===== src/rtl/iir_coeff_ctrl.sv =====
// Double-buffered biquad coefficient store. Writes go to the shadow bank, and a
// commit copies the whole shadow bank into the active bank on the next sample tick.
module iir_coeff_ctrl #(
  parameter int STAGE_CNT  = 8,
  parameter int COEFF_SIZE = 16
) (
  input  logic                                 clk,
  input  logic                                 rst_n,
  input  logic                                 wr_valid,
  output logic                                 wr_ready,
  input  logic [7:0]                           wr_stage,
  input  logic [2:0]                           wr_sel,
  input  logic [COEFF_SIZE-1:0]                wr_data,
  input  logic                                 commit,
  input  logic                                 sample_tick,
  output logic [STAGE_CNT-1:0][COEFF_SIZE-1:0] coeff_a1,
  output logic [STAGE_CNT-1:0][COEFF_SIZE-1:0] coeff_a2,
  output logic [STAGE_CNT-1:0][COEFF_SIZE-1:0] coeff_b0,
  output logic [STAGE_CNT-1:0][COEFF_SIZE-1:0] coeff_b1,
  output logic [STAGE_CNT-1:0][COEFF_SIZE-1:0] coeff_b2,
  output logic                                 busy,
  output logic                                 apply_done,
  output logic                                 err,
  input  logic                                 err_clr,
  output logic [7:0]                           apply_cnt
);

  typedef enum logic [1:0] {
    IDLE  = 2'd0,
    ARMED = 2'd1,
    APPLY = 2'd2
  } state_t;

  localparam logic [8:0] STAGE_LIM = 9'(STAGE_CNT);

  state_t state;
  state_t state_next;
  logic   ready_en;
  logic   handshake;
  logic   addr_ok;

  // Bank index order: 0=a1, 1=a2, 2=b0, 3=b1, 4=b2 (matches wr_sel encoding)
  logic [STAGE_CNT-1:0][COEFF_SIZE-1:0] shadow [5];
  logic [STAGE_CNT-1:0][COEFF_SIZE-1:0] active [5];

  assign handshake = wr_valid & wr_ready;
  assign addr_ok   = ({1'b0, wr_stage} < STAGE_LIM) && (wr_sel <= 3'd4);

  always_ff @(posedge clk or negedge rst_n) begin
    if (!rst_n) begin
      state    <= IDLE;
      ready_en <= 1'b0;
    end else begin
      state    <= state_next;
      ready_en <= 1'b1;
    end
  end

  // ready_en keeps wr_ready low until the first clock after reset release
  always_comb begin
    state_next = state;
    wr_ready   = 1'b0;
    busy       = 1'b0;
    case (state)
      IDLE: begin
        wr_ready = ready_en;
        if (commit) state_next = ARMED;
      end
      ARMED: begin
        busy = 1'b1;
        if (sample_tick) state_next = APPLY;
      end
      APPLY: begin
        busy       = 1'b1;
        state_next = IDLE;
      end
      default: state_next = IDLE;
    endcase
  end

  always_ff @(posedge clk or negedge rst_n) begin
    if (!rst_n) begin
      for (int k = 0; k < 5; k++) shadow[k] <= '0;
    end else if (handshake && addr_ok) begin
      for (int k = 0; k < 5; k++) begin
        for (int s = 0; s < STAGE_CNT; s++) begin
          if (wr_sel == 3'(k) && wr_stage == 8'(s)) shadow[k][s] <= wr_data;
        end
      end
    end
  end

  // Whole-bank copy so every stage switches on the same sample boundary
  always_ff @(posedge clk or negedge rst_n) begin
    if (!rst_n) begin
      for (int k = 0; k < 5; k++) active[k] <= '0;
      apply_done <= 1'b0;
      apply_cnt  <= 8'd0;
    end else begin
      apply_done <= (state == APPLY);
      if (state == APPLY) begin
        for (int k = 0; k < 5; k++) active[k] <= shadow[k];
        apply_cnt <= apply_cnt + 8'd1;
      end
    end
  end

  // A new invalid write wins over a coincident clear
  always_ff @(posedge clk or negedge rst_n) begin
    if (!rst_n) begin
      err <= 1'b0;
    end else if (handshake && !addr_ok) begin
      err <= 1'b1;
    end else if (err_clr) begin
      err <= 1'b0;
    end
  end

  assign coeff_a1 = active[0];
  assign coeff_a2 = active[1];
  assign coeff_b0 = active[2];
  assign coeff_b1 = active[3];
  assign coeff_b2 = active[4];

endmodule


===== config.mk =====
export PLATFORM = sky130hd
export DESIGN_NAME = iir_coeff_ctrl
export DESIGN_NICKNAME = d
export VERILOG_FILES = /design/src/rtl/iir_coeff_ctrl.sv
export SDC_FILE = /design/constraint.sdc
export NUM_CORES = 2
export LEC_CHECK = 0
export ABC_AREA = 1
export CORE_MARGIN = 3
export CORE_UTILIZATION = 54
export DETAILED_ROUTE_END_ITERATION = 16
export GPL_TIMING_DRIVEN = 0
export PLACE_DENSITY = 0.79
export SETUP_SLACK_MARGIN = 0.5
export SYNTH_ARGS = -nofsm -noshare
export SYNTH_HDL_FRONTEND = slang
export SYNTH_SLANG_ARGS = --single-unit

===== constraint.sdc =====
create_clock -name clk -period 5.8 [get_ports clk]
set_clock_uncertainty 0.2 [all_clocks]
set_input_delay 0.58 -clock clk [delete_from_list [all_inputs] [get_ports clk]]
set_output_delay 0.58 -clock clk [all_outputs]
set_load 0.02 [all_outputs]

==> results.toml <==
[logic_synthesis]
ys_ff_latch = 1293
postSynthAreaPerCell_sq_um = 8.83
synth_edf_count = 0
syn_nets = 5701
synth_flop_cell = "dfrtp_1"
yosysMostFrequentCell = "nand2_1"
yosys-top-cells-count = "3244 x nand2_1, 1293 x dfrtp_1, 645 x nand3_1"
yosysWarnings = 0
syn_area_sq_um = 50000
yosys-top-cells-area = "dfrtp_1 65%, nand2_1 24%, nand3_1 6.5%"
synth_area_leader_cell = "dfrtp_1"
synth.distinct_cells = 21
yosysSeqAreaShare = 0.647
ys_async_sr_fraction = 1.00
synthCells = 5662
synth_top_cell_area_share = 0.647

[power]
power.ir.vdd_worst_v = 0.000264
power_uw = 20100
p_leak_uw = 0.0342
powerDensity_nw_per_um2 = 320

[global_routing]
grt_util_all_layers = 0.345
grt_pass1_vias = 40900
use_met1 = 0.437
grtUsageMet3 = 0.110
met2_usage = 0.543
antenna_found_initial = 8
grt_pass1_wl_microns = 247000
gr-max-usage-layer = "met2"
grt_overflow = 0
grt_max_degree = 178

[drt]
vias_per_cell = 5.47
routedWlPerCell_microns = 21.4
antenna_left = 0
drt_iter0_markers = 4584
vias = 42400
drtPass1Iterations = 6
wl_microns = 166000
drc_errors = 0

[cts]
cts_buffers = 131
cts_tree = "done"
clk_pin_slew_ns = 0.07
ctsLongestPathBuffers = 3
post-cts-setup-buffer-count = 0
htree_levels = 4
root_buffer = "clkbuf_16"
cts_sinks = 1293
clk_latency_ns = 0.74

[hold_path]
hold_depth = 3
min-delay-start = "wr_data[15]"
hold_path_class = "input port to flop"
whs_endpoint = "shadow[303]$_DFFE_PN0P_"

[sta]
rsz0062_at_grt = "no"
period_minus_slack_ns = 3.90
tns_ns = 0
max_slew_margin = 0.124
period_share = 0.672
fmax_ghz = 0.257
tightest_slew_ns = 1.31
hold_slack_ns = 0.170
finalHoldViolCount = 0
setup_violations = 0
slew_violations = 0

[floorplanning]
dieWidth_microns = 310
start_util = 0.550
io_pins = 685
coreArea_sq_um = 90800
die_y_microns = 310
die_area_sq_um = 96200
rows = 110

[layout]
drive_gt1_frac = 0.0595
syn2layout_area_growth_pct = 25.6
fin_nets = 6511
multi_input_area_sq_um = 16000
seq_area_sq_um = 32400
fill_cells = 6831

[critical_path]
cp-end-kind = "flop"
r2r_cells = 9
critPathLaunchType = "flop"
path_max_fanout = 10
cp.arrival_ns = 4.37
timing.rr.end = "coeff_b1[119]$_DFFE_PN0P_"
reg2reg_from = "state[0]$_DFFE_PN0P_"
reg2reg_setup_slack_ns = 1.90
required_ns = 6.27
critical_path_class = "flop to flop"

[placed_design]
port_buffers = 668
gp_congestion = 0.866
dpl.hpwl_microns = 113000

[outcome]
status = "completed"

[job]
cap_violations = 0
## registers in the layout, summed over array words and instances (netlist names)
| register | flops |
|---|---|
| apply_cnt | 8 |
| apply_done | 1 |
| coeff_a1 | 128 |
| coeff_a2 | 128 |
| coeff_b0 | 128 |
| coeff_b1 | 128 |
| coeff_b2 | 128 |
| err | 1 |
| ready_en | 1 |
| shadow | 640 |
| state | 2 |
## timing repair
action,in CTS,in global routing
hold buffers,1,0
resized for setup,0,0
endpoints found under the hold margin,94,0
setup endpoints to repair,0,0
## worst max path at each step
stage | slack (ns) | cells past startpoint | start | end
after floorplan | 3.71 | 9 | wr_stage[5] | shadow[405]$_DFFE_PN0P_
after global placement | -53.10 | 1 | rst_n | coeff_b2[64]$_DFFE_PN0P_
after detailed placement | 1.94 | 9 | state[0]$_DFFE_PN0P_ | coeff_b1[121]$_DFFE_PN0P_
after CTS | 1.90 | 9 | state[0]$_DFFE_PN0P_ | coeff_b1[119]$_DFFE_PN0P_
after global routing | 1.74 | 9 | state[0]$_DFFE_PN0P_ | coeff_b1[113]$_DFFE_PN0P_
final | 1.90 | 9 | state[0]$_DFFE_PN0P_ | coeff_b1[119]$_DFFE_PN0P_
## through the flow
stage	area, sq um	setup slack, ns	util	instances
floorplan	50000	3.71	-	5662
global placement	58100	-53.10	0.640	7506
detailed placement	58400	1.94	0.643	7514
CTS	62800	1.90	0.691	7746
global route	62800	1.74	0.691	7746
finish	62800	1.90	0.691	7750
## worst max-delay path, cell delays in order, from the launching register on
cell	delay, ns
dfrtp_1	0.37
inv_1	0.10
ha_1	0.26
buf_2	0.26
inv_1	0.14
clkbuf_1	0.79
clkbuf_1	0.91
clkbuf_1	0.55
nand2_1	0.13
nand2_1	0.09
## placed cells by master, fill, tap and decap left out, drive strengths merged
master and instances:
ha 6, o22ai 2, xor2 3, inv 21, conb 1, nor2 59
nand2 3265, bufinv 6, dfrtp 1293, nor3 1, diode 4, clkinvlp 1
buf 160, clkbuf 416, nand4 2, clkdlybuf4s50 667, nand3 645, xnor2 4
a21oi 2, clkinv 14, and2 1, dlygate4sd3 1
## final cells by class
cell class	count	area share
antenna	4	0.000159
buffer	363	0.0242
clock buffer	204	0.0639
clock inverter	27	0.00572
inverter	15	0.000897
multi-input combinational	3991	0.256
sequential	1293	0.516
tap	1176	0.0234
timing repair buffer	677	0.110
## kinds of logic after synthesis
| family | after synthesis | synth area share |
|---|---|---|
| fa+ha+maj | 6 | 0.00150 |
| simple gates | 3973 | 0.318 |
| other cells | 1 | 0.0000750 |
| compound gates | 4 | 0.000451 |
| flops | 1293 | 0.647 |
| xor+xnor | 7 | 0.00123 |
| buf+inv | 378 | 0.0315 |
## where the power goes
part	total (uW)	internal (uW)	switching (uW)
logic	2430	416	2010
clock network	8590	5030	3560
registers	9090	9050	33.5
total	20100	14500	5610
## per-layer routing
metal  wire length [microns]  vias up
li1                        -    19200
met2                   77000     2012
met4                    8340        4
met5                      23        -
met1                   63200    20700
met3                   17600      423
No activity file was read; power rests on OpenSTA's default activity.
